## src/rtl/comparator_msb_serial.sv

```systemverilog
`default_nettype none
// ============================================================================
// Module      : comparator_msb_serial
// Description : Multi-cycle MSB-first chunked magnitude comparator for signed
//               or unsigned operands. The scan starts at the top chunk and
//               stops at the first chunk that differs, producing eq / lt / ge
//               behind valid/ready handshakes on both sides.
//               Optional feature macro: CMP_MINMAX_EN. When it is defined,
//               registered min_o / max_o outputs are added.
// Revision    : 1.0 - initial release
// ============================================================================
module comparator_msb_serial #(
  parameter int WIDTH = 64,  // operand width in bits
  parameter int CHUNK = 8    // bits compared per cycle, must divide WIDTH
) (
  input  logic             clk,
  input  logic             rst_n,
  input  logic             in_valid,
  output logic             in_ready,
  input  logic [WIDTH-1:0] a,
  input  logic [WIDTH-1:0] b,
  input  logic             is_signed,
  output logic             out_valid,
  input  logic             out_ready,
  output logic             eq,
  output logic             lt,
  output logic             ge
`ifdef CMP_MINMAX_EN
  ,
  output logic [WIDTH-1:0] min_o,
  output logic [WIDTH-1:0] max_o
`endif
);

  // --------------------------------------------------------------------------
  // Derived constants
  // --------------------------------------------------------------------------
  localparam int NCHUNK = WIDTH / CHUNK;
  // A single-chunk configuration still needs a one-bit index to stay legal.
  localparam int IDX_W  = (NCHUNK > 1) ? $clog2(NCHUNK) : 1;

  localparam logic [IDX_W-1:0] TOP_IDX  = IDX_W'(NCHUNK - 1);
  localparam logic [IDX_W-1:0] IDX_ONE  = IDX_W'(1);
  // XOR mask that flips the sign bit of a chunk (bias trick for signed data).
  localparam logic [CHUNK-1:0] MSB_MASK = CHUNK'(1) << (CHUNK - 1);

  // FSM encoding
  localparam logic [1:0] S_IDLE = 2'd0;
  localparam logic [1:0] S_SCAN = 2'd1;
  localparam logic [1:0] S_DONE = 2'd2;

  // --------------------------------------------------------------------------
  // Storage
  // --------------------------------------------------------------------------
  logic [1:0]       state;
  logic [1:0]       state_next;

  logic [WIDTH-1:0] op_a;       // operand A captured on the accept edge
  logic [WIDTH-1:0] op_b;       // operand B captured on the accept edge
  logic             op_signed;  // compare mode captured on the accept edge
  logic [IDX_W-1:0] idx;        // chunk currently under comparison

  logic             res_eq;
  logic             res_lt;
  logic             res_ge;

  // --------------------------------------------------------------------------
  // Chunk view of the captured operands
  // --------------------------------------------------------------------------
  logic [CHUNK-1:0] a_chunks [NCHUNK];
  logic [CHUNK-1:0] b_chunks [NCHUNK];

  generate
    for (genvar g = 0; g < NCHUNK; g++) begin : g_chunk
      assign a_chunks[g] = op_a[g*CHUNK +: CHUNK];
      assign b_chunks[g] = op_b[g*CHUNK +: CHUNK];
    end
  endgenerate

  // --------------------------------------------------------------------------
  // Per-cycle chunk comparison
  // --------------------------------------------------------------------------
  logic             bias;        // flip sign bits on the top chunk of a signed compare
  logic [CHUNK-1:0] cur_a;
  logic [CHUNK-1:0] cur_b;
  logic             chunk_diff;
  logic             chunk_lt;
  logic             last_chunk;
  logic             scan_end;    // this SCAN cycle resolves the result
  logic             accept;      // operands taken on this edge

  // Select the active chunk pair and compare it as unsigned values.
  always_comb begin
    bias       = op_signed && (idx == TOP_IDX);
    cur_a      = a_chunks[idx] ^ (bias ? MSB_MASK : '0);
    cur_b      = b_chunks[idx] ^ (bias ? MSB_MASK : '0);
    chunk_diff = (cur_a != cur_b);
    chunk_lt   = (cur_a < cur_b);
    last_chunk = (idx == '0);
    scan_end   = (state == S_SCAN) && (chunk_diff || last_chunk);
    accept     = in_valid && in_ready;
  end

  // --------------------------------------------------------------------------
  // FSM
  // --------------------------------------------------------------------------

  // State register; reset aborts any scan in flight.
  always_ff @(posedge clk or negedge rst_n) begin
    if (!rst_n) begin
      state <= S_IDLE;
    end else begin
      state <= state_next;
    end
  end

  // Next-state logic: IDLE -> SCAN on accept, SCAN -> DONE on resolution,
  // DONE -> IDLE once the consumer takes the result.
  always_comb begin
    state_next = state;
    case (state)
      S_IDLE: begin
        if (in_valid) begin
          state_next = S_SCAN;
        end
      end
      S_SCAN: begin
        if (chunk_diff || last_chunk) begin
          state_next = S_DONE;
        end
      end
      S_DONE: begin
        if (out_ready) begin
          state_next = S_IDLE;
        end
      end
      default: begin
        state_next = S_IDLE;
      end
    endcase
  end

  // Handshake outputs decoded from the state; DONE never accepts new input.
  always_comb begin
    in_ready  = (state == S_IDLE);
    out_valid = (state == S_DONE);
  end

  // --------------------------------------------------------------------------
  // Datapath
  // --------------------------------------------------------------------------

  // Operands are sampled only on the accept edge and ignored afterwards.
  always_ff @(posedge clk or negedge rst_n) begin
    if (!rst_n) begin
      op_a      <= '0;
      op_b      <= '0;
      op_signed <= 1'b0;
    end else if (accept) begin
      op_a      <= a;
      op_b      <= b;
      op_signed <= is_signed;
    end
  end

  // Chunk index: loads the top chunk on accept and steps down only while the
  // scanned chunks match and chunk 0 has not yet been reached, so it never wraps.
  always_ff @(posedge clk or negedge rst_n) begin
    if (!rst_n) begin
      idx <= '0;
    end else if (accept) begin
      idx <= TOP_IDX;
    end else if ((state == S_SCAN) && !chunk_diff && !last_chunk) begin
      idx <= idx - IDX_ONE;
    end
  end

  // Result flags load once per operation, so they stay frozen through DONE.
  always_ff @(posedge clk or negedge rst_n) begin
    if (!rst_n) begin
      res_eq <= 1'b0;
      res_lt <= 1'b0;
      res_ge <= 1'b0;
    end else if (scan_end) begin
      res_eq <= !chunk_diff;
      res_lt <= chunk_diff && chunk_lt;
      res_ge <= !(chunk_diff && chunk_lt);
    end
  end

  assign eq = res_eq;
  assign lt = res_lt;
  assign ge = res_ge;

`ifdef CMP_MINMAX_EN
  logic [WIDTH-1:0] res_min;
  logic [WIDTH-1:0] res_max;

  // Min/max select loads alongside the flags; equal operands yield A for both.
  always_ff @(posedge clk or negedge rst_n) begin
    if (!rst_n) begin
      res_min <= '0;
      res_max <= '0;
    end else if (scan_end) begin
      res_min <= (chunk_diff && chunk_lt) ? op_a : op_b;
      res_max <= (chunk_diff && chunk_lt) ? op_b : op_a;
    end
  end

  assign min_o = res_min;
  assign max_o = res_max;
`else
  // Without min/max the comparator carries only the eq/lt/ge flags.
`endif

endmodule
`default_nettype wire

```

## config.mk

```make
export PLATFORM = sky130hd
export DESIGN_NAME = comparator_msb_serial
export DESIGN_NICKNAME = d
export VERILOG_FILES = /design/src/rtl/comparator_msb_serial.sv
export SDC_FILE = /design/constraint.sdc
export NUM_CORES = 1
export LEC_CHECK = 0
export BUFFER_PORTS_ARGS = -buffer_cell sky130_fd_sc_hd__buf_2
export CAP_MARGIN = 10
export CORE_ASPECT_RATIO = 0.75
export CORE_MARGIN = 3
export CORE_UTILIZATION = 30
export DETAILED_ROUTE_END_ITERATION = 12
export GPL_ROUTABILITY_DRIVEN = 0
export PLACE_DENSITY = 0.53
export SLEW_MARGIN = 40
export SYNTH_ARGS = -nofsm -noshare
export SYNTH_HDL_FRONTEND = slang
export SYNTH_SLANG_ARGS = --single-unit
```

## constraint.sdc

```tcl
create_clock -name clk -period 3.4 [get_ports clk]
set_input_delay 0.68 -clock clk [delete_from_list [all_inputs] [get_ports clk]]
set_output_delay 0.68 -clock clk [all_outputs]
set_load 0.02 [all_outputs]
```

# --- Word level (Yosys, flattened, before mapping) ---
# Index checks and enable logic that the tools add are counted.
totals:
  input_bits: 133
  ff_bits: 137
op_classes:
  n_eq_ne: 7
  magnitude_cmp: 2
  n_addsub: 1
  n_bitwise: 3
  reduce_logical: 14
  n_mux: 13
ops:
  columns: ["cell", "n"]
  rows:
  - ["$bmux W8 S3", 2]
  - ["$mux W8", 5]
  - ["$xor A8 B8 Y8", 2]
  - ["$lt A8 B8 Y1", 1]
  - ["$ne A8 B8 Y1", 1]
  - ["$logic_and A1 B1 Y1", 6]
  - ["$mux W2", 3]
  - ["$mux W3", 2]
  - ["$pmux W2 S3", 1]
  - ["$ge A4 B4 Y1 const B", 1]
  - ["$ne A2 B1 Y1 const B", 2]
  - ["$not A3 Y4", 1]
  - ["$eq A3 B3 Y1 const B", 1]
  - ["$logic_not A1 Y1", 3]
  - ["$logic_not A3 Y1", 1]
  - ["$reduce_and A3 Y1", 1]
  - ["$sub A3 B1 Y3 const B", 1]
  - ["$eq A2 B1 Y1 const B", 1]
  - ["$eq A2 B2 Y1 const B", 1]
  - ["$logic_not A2 Y1", 1]
  - ["$ne A2 B2 Y1 const B", 1]
  - ["$reduce_bool A2 Y1", 1]
  - ["$logic_or A1 B1 Y1", 1]

# --- Logic depth before layout (Yosys ltp) ---
depth:
  word_depth: 11
  mapped_depth: 10
  ltp_nobuf: 10

# --- Worst setup path after synthesis ---
# No wires, ideal clock.
synth_timing:
  path_type: "reg-to-reg"
  startpoint: "reg idx[0]"
  endpoint: "reg idx[0]"
  stages_incl_launch_ff: 11
  setup_time_ns: 0.123
  slack_ns: 0.933
  arrival_time_ns: 2.343
  n_path_buf: 2
  path_cell_list: "dfrtp_1 -> buf_6 -> buf_6 -> mux4_2 -> nand2_1 -> nand2_1 -> ha_1 -> nand4_2 -> nor4_2 -> xnor2_1 -> nand2_1"
synth_via:
  elab_chain_cells: 10
synth_rtl:
  columns: ["item", "line", "source"]
  rows:
  - ["start, declared", "61", "logic [IDX_W-1:0] idx;"]
  - ["start signal, assigned", "174", "idx <= idx - IDX_ONE;"]
  - ["$not A3 Y4 (implied by the code)", "95, 96", null]
  - ["$bmux W8 S3 (on tied branches)", "95, 96", null]
  - ["$mux W8 (on tied branches) (2 in series)", "95, 96", null]
  - ["$xor A8 B8 Y8 (on tied branches)", "95, 96", null]
  - ["$ne A8 B8 Y1", "97", "chunk_diff = (cur_a != cur_b);"]
  - ["$logic_not A1 Y1", "173", "end else if ((state == S_SCAN) && !chunk_diff && !last_chunk) begin"]
  - ["$logic_and A1 B1 Y1 (2 in series)", "173", null]
  - ["$reduce_bool A2 Y1 (no source line)", null, null]
# Parallel ways exist; a longest one is shown, timed or not. The select of a mux whose other input is x is not followed.
# A chain may end at the register's enable or synchronous reset.

# --- Worst setup path after layout ---
layout_timing:
  startpoint: "reg idx[1]"
  endpoint: "reg idx[0]"
layout_via:
  elab_chain_cells: 10
layout_rtl:
  columns: ["item", "line"]
  rows:
  - ["$not A3 Y4 (implied by the code)", "95, 96"]
  - ["$bmux W8 S3 (on tied branches)", "95, 96"]
  - ["$mux W8 (on tied branches) (2 in series)", "95, 96"]
  - ["$xor A8 B8 Y8 (on tied branches)", "95, 96"]
  - ["$ne A8 B8 Y1", "97"]
  - ["$logic_not A1 Y1", "173"]
  - ["$logic_and A1 B1 Y1", "173"]
  - ["$logic_and A1 B1 Y1 *", "173"]
  - ["$reduce_bool A2 Y1 (no source line) *", null]
# Every way passes the cells marked *; elsewhere a longest branch is shown, timed or not. The select of a mux whose other input is x is not followed.

==> out/results.ini <==
[synthesis]
syn_area_um2=6440
syn_avg_cell_area_um2=9.49
ys_ff_latch=137
synth_nets=823
netlist-cell-type-count=30
synth-seq-area-share_pct=53.2
syn_inst=679
yosysWarningCount=0

[clock_tree]
cts_tree=yes
post_cts_resized=0
ctsHoldBuffers=0
clock_tree.root_cell=clkbuf_16
clock_latency_ns=0.42
clk_pin_slew_ns=0.06
clockBufferDepth=2
cts_buffers=17
cts_setup_buffers=0
htreeDepth=4
cts_sinks=137

[critical_path]
rr_worst_depth=9
cp-end-kind=flop
worstPathCellList=buf_4, mux4_2, nand2_1, nand2_1, ha_1, nand4_2, nor4_2, xnor2_1, nand2_1
rr_endpoint=idx[0]
crit_path_frequent_cell=nand2_1
cp-start-kind=flop
critPathMaxStageDelay_ns=0.64
worstSetupPathType=flop to flop
arrival_ns=3.14
cp_data_required_time_ns=3.69
crit_slowest_cell=dfrtp_2
critical_path_peak_fanout=20
r2r_start=idx[1]
r2r_setup_slack_ns=0.55

[floorplan]
design.core.area_um2=20700
num_rows=45
die-area_um2=23300
ios=138
die_h_um=133
dieWidth_um=175
initial_utilization_pct=31.2

[routing]
wirelength_um=17500
viasPerCell=4.49
vias=4934
drc_errors=0
drtIter0Drc=358
wl_met2_um=6950
wl_met1_um=9300
wl_met3_um=1200
drt_pass1_iterations=5
top_layer=met4
antenna_left=0
avgRoutedWirePerCell_um=16.0

[sta]
finalCritPeriodShare_pct=83.7
rsz0062_at_grt=no
fin_tns_setup_ns=0
worstMarginPinSlew_ns=0.679
fin_crit_ns=2.85
hold_violations=0
slew_headroom_pct=54.7
fmax_mhz=351
worst_hold_slack_ns=0.157
finalSetupViolCount=0
finClkSkew_ns=0.0112
maxSlewViolCount=0

[cells_and_area]
nFillCells=2090
drive_gt1_share_pct=26.6
final_nets=949
syn_to_final_growth_pct=23.0
diodes=0
final_cells=1099

[power_and_ir_drop]
power_density_nw_per_um2=864
p_leak_uw=0.00421
report.power.total_uw=6840
vdd_drop_max_uv=376

[global_routing]
grt_overflow=0
antenna_found_initial=0
grtUsageTotal_pct=15.6
grt_pass1_vias=5000
grt_pass1_wl_um=28200
grt_max_degree=72

[min_path]
hold_path.class=input pin to asynchronous set/reset pin

[placement]
portBuffers=137
place_hpwl_um=13000
dp.cells=1068

[outcome]
outcome=completed

[run]
drv_cap=0

==> how the worst max path moves through the flow <==
stage	from	endpoint	cells past startpoint	slack, ns
after floorplan	idx[0]	idx[0]	10	0.93
after global placement	idx[0]	idx[0]	9	0.60
after detailed placement	idx[1]	idx[0]	9	0.56
after CTS	idx[1]	idx[0]	9	0.54
after global routing	idx[1]	idx[0]	9	0.32
final	idx[1]	idx[0]	9	0.55
==> cell usage in the layout, fill, tap and decap left out, types with 2 or more instances in the layout <==
cell type	instances
clkinvlp_4	5
clkbuf_16	17
dfrtp_1	135
dfrtp_2	2
buf_12	3
nor2_1	5
inv_1	4
nor2b_1	3
a21oi_1	3
xor2_1	2
nor3_1	2
clkinv_2	2
o21ai_1	3
buf_4	5
o22a_1	2
nand4_2	2
clkbuf_8	3
mux4_2	32
a31oi_1	2
ha_1	11
buf_2	136
nand2_1	411
mux2i_1	7
a21o_1	2
==> per-stage QoR <==
step                cell area (um^2)  worst slack (ns)  util, %
floorplan                       6440             0.933        -
global placement                7330             0.600     35.5
detailed placement              7350             0.557     35.6
CTS                             7920             0.536     38.3
global route                    7920             0.321     38.3
finish                          7920             0.554     38.3
==> cell usage after synthesis <==
master    number  area, um^2
buf_2         20         100
buf_6         13         146
ha_1          11         138
nand4_2        2        25.0
xnor2_1        1        8.76
nand2b_4       1        13.8
and2_1         1        6.26
xor2_1         2        17.5
or2_1          1        6.26
o22a_1         2        17.5
nor4_2         1        12.5
a31oi_1        2        12.5
nor2_1         5        18.8
clkbuf_1       6        22.5
inv_2          1        3.75
o211ai_1       1        7.51
a211o_1        1        8.76
nor2b_1        3        18.8
a21o_1         2        15.0
dfrtp_1      137        3430
nand2_1      412        1550
o21ai_0        1        5.00
a21oi_1        3        15.0
mux2i_1        7        70.1
nor3_1         2        10.0
o21ai_1        3        15.0
nor4_1         1        6.26
mux4_2        32         721
a311o_1        1        10.0
inv_1          4        15.0
==> final cells by class <==
class	count	area (um^2)	area share, %
sequential	137	3430	43.3
multi-input combinational	498	2740	34.5
timing repair buffer	146	817	10.3
clock buffer	21	470	5.94
tap	282	353	4.45
clock inverter	10	95.1	1.20
inverter	5	18.8	0.237
==> where the power goes <==
group          switching, uW  internal, uW  leakage, uW
clock                    712          1060     0.000264
sequential               501          2400      0.00168
combinational           1200           962      0.00226
total                   2420          4420      0.00421
==> kinds of logic after synthesis <==
kind of cell / share of synthesized area, %
and+or+nand+nor: 25.8
muxes: 12.3
xor gates and xnor gates: 0.408
AOI/OAI and AO/OA: 1.65
DFF: 53.2
buffers and inverters: 4.47
adders and majority gates: 2.14
==> flip-flops by register name (all words and copies together) (netlist names) <==
| name | count |
|---|---|
| lt | 1 |
| op_b | 64 |
| op_signed | 1 |
| ge | 1 |
| state | 2 |
| idx | 3 |
| eq | 1 |
| op_a | 64 |
==> layer usage <==
layer | track usage [%] | vias to the layer above
met5 | 0 | -
met4 | 3.94 | 0
met3 | 4.13 | 9
met2 | 19.6 | 151
met1 | 25.7 | 2360
li1 | - | 2414
==> critical path: cells and delay by family, from the launching register on <==
| family | cells | cell delay (ns) |
|---|---|---|
| simple gates | 5 | 0.89 |
| flops | 1 | 0.64 |
| mux | 1 | 0.37 |
| buf+inv | 1 | 0.34 |
| fa+ha+maj | 1 | 0.31 |
| xor+xnor | 1 | 0.18 |
Power figures use the tool's default switching activity.
